File: src/rtl/sram_arbiter_pkg.sv
// -----------------------------------------------------------------------------
// sram_arbiter_pkg
// Shared widths, FSM state encoding and the address range helper for the
// two-master SRAM arbiter.
// -----------------------------------------------------------------------------
package sram_arbiter_pkg;

    localparam int ADDR_W     = 32;
    localparam int DATA_W     = 32;
    localparam int SEL_W      = 4;
    localparam int SRAM_WORDS = 1056;

    typedef enum logic [1:0] {
        ARB_IDLE   = 2'd0,
        ARB_ACCESS = 2'd1,
        ARB_DONE   = 2'd2
    } arb_state_t;

    // True when a word index falls outside the attached memory.
    function automatic logic word_out_of_range(input logic [ADDR_W-3:0] word,
                                               input int unsigned      words);
        return ({2'b00, word} >= words);
    endfunction

endpackage

File: src/rtl/sram_arbiter_rr_arb2.sv
// -----------------------------------------------------------------------------
// rr_arb2
// Two-input round-robin picker. On a tie the master that was not granted last
// wins; last_gnt resets to 1 so master 0 wins the first tie.
//   clk, rst_n : clock, asynchronous active-low reset
//   req[1:0]   : request per master
//   update     : commit the current grant as the new last_gnt
//   gnt[1:0]   : one-hot grant (zero when nobody requests)
// -----------------------------------------------------------------------------
module rr_arb2
    import sram_arbiter_pkg::*;
(
    input  logic       clk,
    input  logic       rst_n,
    input  logic [1:0] req,
    input  logic       update,
    output logic [1:0] gnt
);

    logic last_gnt;

    always_comb begin
        gnt = req;
        if (req == 2'b11) begin
            gnt = last_gnt ? 2'b01 : 2'b10;
        end
    end

    always_ff @(posedge clk or negedge rst_n) begin
        if (!rst_n) begin
            last_gnt <= 1'b1;
        end else if (update) begin
            last_gnt <= gnt[1];
        end
    end

endmodule

File: src/rtl/sram_arbiter.sv
// -----------------------------------------------------------------------------
// sram_arbiter
// Shares a single-port SRAM between the pipeline data port (m0) and the
// reconfiguration loader (m1). Each access runs IDLE -> ACCESS -> DONE; the
// memory pins are live only in ACCESS and the owner sees a one-cycle ack in
// DONE. Out-of-range word indices are acked with err = 1 and rdata = 0 and
// never enable the memory.
//   clk, rst_n              : clock, asynchronous active-low reset
//   mX_req/we/addr/sel/wdata: master request and qualifiers (X = 0, 1)
//   mX_ack/err/rdata        : registered completion, error and read data
//   sram_ce/we/addr/sel/wdata: registered memory pins
//   sram_rdata              : combinational memory read data
// -----------------------------------------------------------------------------
module sram_arbiter
    import sram_arbiter_pkg::*;
#(
    parameter int MEM_WORDS = SRAM_WORDS
) (
    input  logic              clk,
    input  logic              rst_n,
    input  logic              m0_req,
    input  logic              m1_req,
    input  logic              m0_we,
    input  logic              m1_we,
    input  logic [ADDR_W-1:0] m0_addr,
    input  logic [ADDR_W-1:0] m1_addr,
    input  logic [SEL_W-1:0]  m0_sel,
    input  logic [SEL_W-1:0]  m1_sel,
    input  logic [DATA_W-1:0] m0_wdata,
    input  logic [DATA_W-1:0] m1_wdata,
    output logic              m0_ack,
    output logic              m1_ack,
    output logic              m0_err,
    output logic              m1_err,
    output logic [DATA_W-1:0] m0_rdata,
    output logic [DATA_W-1:0] m1_rdata,
    output logic              sram_ce,
    output logic              sram_we,
    output logic [ADDR_W-1:0] sram_addr,
    output logic [SEL_W-1:0]  sram_sel,
    output logic [DATA_W-1:0] sram_wdata,
    input  logic [DATA_W-1:0] sram_rdata
);

    arb_state_t        state_q, state_d;
    logic [1:0]        gnt;
    logic              grant;
    logic              win1;
    logic              win_we;
    logic [ADDR_W-1:0] win_addr;
    logic [SEL_W-1:0]  win_sel;
    logic [DATA_W-1:0] win_wdata;
    logic              range_err;

    // Transaction latch: owner, error flag and read/write direction.
    logic              own_q;
    logic              err_q;
    logic              rd_q;

    logic              ce_d, we_d;
    logic [ADDR_W-1:0] addr_d;
    logic [SEL_W-1:0]  sel_d;
    logic [DATA_W-1:0] wdata_d;

    rr_arb2 u_rr_arb2 (
        .clk    (clk),
        .rst_n  (rst_n),
        .req    ({m1_req, m0_req}),
        .update (grant),
        .gnt    (gnt)
    );

    assign win1      = gnt[1];
    assign win_we    = win1 ? m1_we    : m0_we;
    assign win_addr  = win1 ? m1_addr  : m0_addr;
    assign win_sel   = win1 ? m1_sel   : m0_sel;
    assign win_wdata = win1 ? m1_wdata : m0_wdata;
    assign range_err = word_out_of_range(win_addr[ADDR_W-1:2], MEM_WORDS);

    always_ff @(posedge clk or negedge rst_n) begin
        if (!rst_n) begin
            state_q <= ARB_IDLE;
        end else begin
            state_q <= state_d;
        end
    end

    // Next state and next memory-pin values. The pins are registered, so
    // values computed in IDLE appear during ACCESS and the all-zero defaults
    // computed in ACCESS clear them for DONE.
    always_comb begin
        state_d = state_q;
        grant   = 1'b0;
        ce_d    = 1'b0;
        we_d    = 1'b0;
        addr_d  = '0;
        sel_d   = '0;
        wdata_d = '0;
        unique case (state_q)
            ARB_IDLE: begin
                if (m0_req || m1_req) begin
                    state_d = ARB_ACCESS;
                    grant   = 1'b1;
                    if (!range_err) begin
                        ce_d    = 1'b1;
                        we_d    = win_we;
                        addr_d  = win_addr;
                        sel_d   = win_sel;
                        wdata_d = win_wdata;
                    end
                end
            end
            ARB_ACCESS: state_d = ARB_DONE;
            ARB_DONE:   state_d = ARB_IDLE;
            default:    state_d = ARB_IDLE;
        endcase
    end

    always_ff @(posedge clk or negedge rst_n) begin
        if (!rst_n) begin
            own_q      <= 1'b0;
            err_q      <= 1'b0;
            rd_q       <= 1'b0;
            sram_ce    <= 1'b0;
            sram_we    <= 1'b0;
            sram_addr  <= '0;
            sram_sel   <= '0;
            sram_wdata <= '0;
            m0_ack     <= 1'b0;
            m1_ack     <= 1'b0;
            m0_err     <= 1'b0;
            m1_err     <= 1'b0;
            m0_rdata   <= '0;
            m1_rdata   <= '0;
        end else begin
            sram_ce    <= ce_d;
            sram_we    <= we_d;
            sram_addr  <= addr_d;
            sram_sel   <= sel_d;
            sram_wdata <= wdata_d;
            if (grant) begin
                own_q <= win1;
                err_q <= range_err;
                rd_q  <= ~win_we;
            end
            m0_ack <= 1'b0;
            m1_ack <= 1'b0;
            m0_err <= 1'b0;
            m1_err <= 1'b0;
            // Leaving ACCESS: ack the owner and capture read data. Writes
            // leave the owner's rdata untouched.
            if (state_q == ARB_ACCESS) begin
                if (!own_q) begin
                    m0_ack <= 1'b1;
                    m0_err <= err_q;
                    if (err_q) begin
                        m0_rdata <= '0;
                    end else if (rd_q) begin
                        m0_rdata <= sram_rdata;
                    end
                end else begin
                    m1_ack <= 1'b1;
                    m1_err <= err_q;
                    if (err_q) begin
                        m1_rdata <= '0;
                    end else if (rd_q) begin
                        m1_rdata <= sram_rdata;
                    end
                end
            end
        end
    end

endmodule

File: config.mk
export PLATFORM = sky130hd
export DESIGN_NAME = sram_arbiter
export DESIGN_NICKNAME = d
export VERILOG_FILES = /design/src/rtl/sram_arbiter_pkg.sv /design/src/rtl/sram_arbiter_rr_arb2.sv /design/src/rtl/sram_arbiter.sv
export SDC_FILE = /design/constraint.sdc
export NUM_CORES = 1
export LEC_CHECK = 0
export ABC_AREA = 1
export CAP_MARGIN = 20
export CORE_UTILIZATION = 37
export DETAILED_ROUTE_END_ITERATION = 6
export PLACE_DENSITY = 0.83
export SLEW_MARGIN = 40
export SYNTH_ARGS = -nofsm -noshare
export SYNTH_HDL_FRONTEND = slang
export SYNTH_SLANG_ARGS = --single-unit
File: constraint.sdc
create_clock -name clk -period 1.8 [get_ports clk]
set_clock_uncertainty 0.1 [all_clocks]
set_input_delay 0.36 -clock clk [delete_from_list [all_inputs] [get_ports clk]]
set_output_delay 0.36 -clock clk [all_outputs]
set_load 0.02 [all_outputs]
# Word-level counts from Yosys, hierarchy flattened
# Cells that the tools add are included.
totals:
  output_inout_bits: 138
  ff_bits: 144
  wordCells: 62
op_classes:
  order_cmp: 1
  n_reduce_logical: 5
  muxes: 35
  n_eq_ne: 3
  bitwise_logic: 2
ops:
  columns: ["op", "n"]
  rows:
  - ["32-bit 2-to-1 mux", 10]
  - ["30-bit by 11-bit >= comparator with 1-bit output, second input constant", 1]
  - ["1-bit 2-to-1 mux", 17]
  - ["4-bit 2-to-1 mux", 4]
  - ["2-bit 2-to-1 mux", 3]
  - ["3-bit AND reduction", 2]
  - ["2-bit one-hot mux with 2 select lines", 1]
  - ["2-bit by 1-bit equality test with 1-bit output, second input constant", 1]
  - ["2-bit equality test, second input constant", 1]
  - ["2-bit logical NOT", 1]
  - ["2-bit inequality test, second input constant", 1]
  - ["1-bit inverter", 2]
  - ["2-bit nonzero test", 1]
  - ["1-bit logical OR", 1]

# Longest topological paths before layout
logic_depth:
  ltp_word: 7
  mapped_depth: 12
  depth_no_buf: 11

# Cells and area by module
# From an unflattened synthesis, not the netlist that was laid out.
hier_totals:
  hier_cells: 569
  hier_area_um2: 6241.0
by_module_without_submodules:
  columns: ["module", "area_per_inst_um2", "cells_per_inst", "n_inst"]
  rows:
  - ["sram_arbiter", 6177.2, 560, 1]
  - ["rr_arb2", 63.8, 9, 1]

# Worst setup path before layout
# OpenSTA, ideal clock, no wires.
synth_path:
  path_type: "reg2reg"
  start: "register u_rr_arb2.last_gnt"
  end: "register sram_addr[7]"
  arrival_ps: 1642
  path_stages_with_launch: 13
  path_slack_ps: -14
  n_path_buf: 2
  setup_time_ps: 72
  period_less_slack_ps: 1814
  cell_sequence: "dfstp_2 > nand2_4 > nand2_4 > buf_6 > nand2_1 > nand2_1 > nand2_1 > nor2_1 > inv_1 > nor2_1 > nand3_2 > buf_6 > nor2_1"
synth_between:
  elab_chain_len: 7
synth_lines:
  columns: ["element", "line", "rtl"]
  rows:
  - ["start, declared", "sram_arbiter_rr_arb2.sv:20", "logic last_gnt;"]
  - ["start signal, assigned", "sram_arbiter_rr_arb2.sv:33", "last_gnt <= gnt[1];"]
  - ["2-bit 2-to-1 mux (*)", "sram_arbiter_rr_arb2.sv:25", "gnt = last_gnt ? 2'b01 : 2'b10;"]
  - ["2-bit 2-to-1 mux (*)", "sram_arbiter_rr_arb2.sv:24", "if (req == 2'b11) begin"]
  - ["32-bit 2-to-1 mux (*)", "sram_arbiter.sv:75", "assign win_addr = win1 ? m1_addr : m0_addr;"]
  - ["30-bit by 11-bit >= comparator with 1-bit output", "sram_arbiter_pkg.sv:22", "return ({2'b00, word} >= words);"]
  - ["32-bit 2-to-1 mux (*)", "sram_arbiter.sv:104", "if (!range_err) begin"]
  - ["32-bit 2-to-1 mux (*)", "sram_arbiter.sv:101", "if (m0_req || m1_req) begin"]
  - ["32-bit 2-to-1 mux (*)", "sram_arbiter.sv:99", "unique case (state_q)"]
  - ["named net addr_d[7]", "sram_arbiter.sv:61", "logic [ADDR_W-1:0] addr_d;"]
  - ["end signal, assigned", "sram_arbiter.sv:138", "sram_addr <= addr_d;"]
  - ["end, declared", "sram_arbiter.sv:39", "output logic [ADDR_W-1:0] sram_addr,"]
# The timed path passes the listed nets; every way through them passes the cells marked *.
# A chain may end at the register's enable or synchronous reset.

# Worst setup path in the final report
layout_path:
  start: "input port m0_req"
  end: "register sram_wdata[30]"
layout_between:
  elab_chain_len: 7
  elab_cells_between_ends: 9
layout_lines:
  columns: ["element", "line", "rtl"]
  rows:
  - ["start, declared", "sram_arbiter.sv:21", "input logic m0_req,"]
  - ["2-bit equality test", "sram_arbiter_rr_arb2.sv:24", null]
  - ["2-bit 2-to-1 mux", "sram_arbiter_rr_arb2.sv:24", null]
  - ["32-bit 2-to-1 mux", "sram_arbiter.sv:75", null]
  - ["30-bit by 11-bit >= comparator with 1-bit output", "sram_arbiter_pkg.sv:22", null]
  - ["32-bit 2-to-1 mux", "sram_arbiter.sv:104", null]
  - ["32-bit 2-to-1 mux (*)", "sram_arbiter.sv:101", null]
  - ["32-bit 2-to-1 mux (*)", "sram_arbiter.sv:99", null]
  - ["named net wdata_d[30]", "sram_arbiter.sv:63", "logic [DATA_W-1:0] wdata_d;"]
  - ["end signal, assigned", "sram_arbiter.sv:140", "sram_wdata <= wdata_d;"]
  - ["end, declared", "sram_arbiter.sv:41", "output logic [DATA_W-1:0] sram_wdata,"]
# Marks and branches as above.

==> results.sh <==
export IMPL_status="finished, violations left"
export IMPL_violations="negative setup slack"
export IMPL_hold_violations=0
export IMPL_syn_avg_cell_area_um2=9.51
export IMPL_r2r_cells=11
export IMPL_synth_simple_gate_area_share_pct=22.0
export IMPL_ys_ff_latch=144
export IMPL_synth_mux_area_share_pct=12.2
export IMPL_leakagePower_nw=6.19
export IMPL_yosysTopAreaCellShare_pct=55.8
export IMPL_path_clk_slew_ps=60
export IMPL_clock_sinks=144
export IMPL_crit_top_cell="nand2_1"
export IMPL_wl_um=19600
export IMPL_pin_count=312
export IMPL_cp_slowest_cell="clkdlybuf4s50_1"
export IMPL_critical_path_class="in -> reg"
export IMPL_synthCells=675
export IMPL_grt_max_degree=42
export IMPL_track_usage_pct=22.4
export IMPL_stdcell_area_mm2=0.0112
export IMPL_max_freq_mhz=477
export IMPL_post_place_ws_ps=-614
export IMPL_synth_cell_type_count=25
export IMPL_die_area_mm2=0.0179
export IMPL_setup_viol=52
export IMPL_hp_class="in -> async"
export IMPL_cts_buffers=17
export IMPL_vdd_drop_max_mv=0.636
export IMPL_seq_area_frac_synth_pct=56.2
export IMPL_htreeDepth=4
export IMPL_die_h_um=134
export IMPL_cp_buffers_inverters=5
export IMPL_yosysWarningCount=0
export IMPL_antenna_found_initial=0
export IMPL_synth_top_family_by_area="simple AND/OR/NAND/NOR gates"
export IMPL_synthAdderAreaFrac_pct=0
export IMPL_portBuffers=311
export IMPL_synthArstFlopShare_pct=100
export IMPL_clock_path_buffers=2
export IMPL_start_util_pct=38.3
export IMPL_drv_slew=0
export IMPL_finalWorstSetupSlack_ps=-295
export IMPL_nets=1223
export IMPL_area_growth_pct=74.1
export IMPL_drt_first_pass_iters=5
export IMPL_final_cell_mix="171 x nand2_1, 171 x clkdlybuf4s50_1, 143 x dfrtp_1, 139 x dlygate4sd2_1, 99 x inv_1"
export IMPL_cpPeakStageDelay_ps=460
export IMPL_synth_ff_type="dfrtp_1"
export IMPL_fp_dieW_um=134
export IMPL_num_vias=5678
export IMPL_rsz0062_at_grt="true"
export IMPL_yosys_area_top_type="dfrtp_1"
export IMPL_fin_crit_ps=2090
export IMPL_cts_root_buf="clkbuf_16"
export IMPL_grt_overflow_total=0
export IMPL_p_per_area_mw_per_mm2=856
export IMPL_crit_fanout=12
export IMPL_drc_errors=0
export IMPL_routabilityCongestion=0.829
export IMPL_core_area_mm2=0.0168
export IMPL_final_util_pct=66.7
export IMPL_synth_edf_count=0
export IMPL_critical_path_depth=14
export IMPL_critPathTopFamily="buffers and inverters"
export IMPL_n_antenna_cell=0
export IMPL_wire_per_inst_um=15.3
export IMPL_cap_viol_max_count=0
export IMPL_rows=47
export IMPL_finalCritPeriodShare_pct=116
export IMPL_synth_area_leaders="dfrtp_1 56%, nand2_1 11%, mux2_2 9.5%, inv_1 6.0%, nor2_2 4.8%"
export IMPL_cp_required_ps=2050
export IMPL_ant_nets=0
export IMPL_clkLatencyLatePin_ps=410
export IMPL_cts_tree="built"
export IMPL_critPathArrivalTime_ps=2340
export IMPL_synth_compound_area_share_pct=0.624
export IMPL_cp_cell_sequence="clkdlybuf4s50_1 > nand2_4 > nand2_8 > buf_6 > buf_4 > nand2_1 > nand2_1 > a21oi_1 > nand2_1 > nor2_2 > nand3_4 > buf_12 > buf_16 > nor2_2"
export IMPL_reg2reg_slack_ps=-260
export IMPL_postPlaceCellArea_mm2=0.0100
export IMPL_synth_xor_area_share_pct=0
export IMPL_cp_end_kind="flip-flop"
export IMPL_hpwl_um=13500
export IMPL_netlist_area_mm2=0.00642
export IMPL_worstSetupStartpointType="input port"
export IMPL_via_per_inst=4.43
export IMPL_grt_pass1_wl_um=30300
export IMPL_first_iter_violations=155
export IMPL_grt_pass1_vias=5819
export IMPL_drive_gt1_share_pct=22.4
-- worst paths after layout --
| kind | startpoint | to |
|---|---|---|
| hold reg to reg | state_q[1]$_DFFE_PN0P_ | state_q[1]$_DFFE_PN0P_ |
| setup / recovery | m0_req | sram_wdata[30]$_DFF_PN0_ |
| hold / removal | rst_n | m0_rdata[17]$_DFFE_PN0P_ |
| max in group asynchronous | rst_n | u_rr_arb2.last_gnt$_DFFE_PN1P_ |
| setup reg to reg | u_rr_arb2.last_gnt$_DFFE_PN1P_ | sram_wdata[30]$_DFF_PN0_ |
| min in group clk | state_q[1]$_DFFE_PN0P_ | state_q[1]$_DFFE_PN0P_ |
-- sequential cells by signal, summed over array words and instances, names as in the netlist, 2 cells and up --
register,cells
m0_rdata,32
m1_rdata,32
sram_addr,32
state_q,2
sram_wdata,32
sram_sel,4
-- kinds of logic after synthesis --
family | after synthesis
and+or+nand+nor | 319
buffers and inverters | 133
AOI/OAI and AO/OA | 8
muxes | 70
other | 1
DFF | 144
-- cell usage after synthesis, types with 2 or more instances --
cell and number:
nor2_1 54, nand3b_1 12, buf_4 2, buf_6 8
nand2_1 191, mux2_2 54, nor3_1 2, mux2i_1 6
nor3_2 2, o21ai_0 6, dfrtp_1 143, nand2_4 2
clkbuf_1 10, mux2_1 10, buf_2 9, nand3_1 6
inv_1 102, nor2_2 49
-- routing by layer --
layer / wire (um) / global-route usage, % / vias up
li1: - / - / 2758
met1: 7510 / 25.8 / 2653
met2: 10500 / 40.0 / 232
met3: 1160 / 5.48 / 35
met4: 519 / 8.27 / 0
met5: 0 / 0 / -
-- through the flow --
step	power, W	cells	setup TNS, ps	hold WS, ps
finish	0.00956	1282	-14130	329
global route	0.00999	1282	-18410	346
CTS	0.00944	1281	-12000	315
detailed placement	0.00553	1228	-30080	191
global placement	0.00550	1228	-27820	191
floorplan	0.00452	693	-49.3	-35.6
-- worst reg2reg max path, stage by stage (launching register included) --
cell     delay (ps)
dfstp_2         560
nand2_4          80
nand2_8         100
buf_6           140
nand2_1          50
o21ai_0          90
nand2_1         150
o21ai_4         210
nand3_4         120
buf_12          170
buf_16          160
nor2_2           80
-- repair_timing --
| action | CTS | global route |
|---|---|---|
| hold buffers | 1 | 0 |
| pin swaps | 7 | 11 |
| resized for setup | 191 | 45 |
| endpoints found under the hold margin | 32 | 0 |
| setup endpoints to repair | 190 | 73 |
| cloned | 6 | 3 |
| setup buffers | 14 | 2 |
-- layout make-up --
type                            instances  area, um2
Timing Repair Buffer                  367       3670
Tap cell                              220        275
Sequential cell                       144       3600
Clock inverter                         13        200
Fill cell                            1326       5590
Multi-Input combinational cell        416       2590
Inverter                              103        389
Clock buffer                           19        443
-- power breakdown --
part | internal, W | switching, W | total [W] | leakage [nW]
combinational | 0.00113 | 0.00121 | 0.00234 | 3.92
sequential | 0.00335 | 0.0000578 | 0.00341 | 1.95
clock | 0.00240 | 0.00142 | 0.00381 | 0.316
Power figures use the tool's default switching activity.
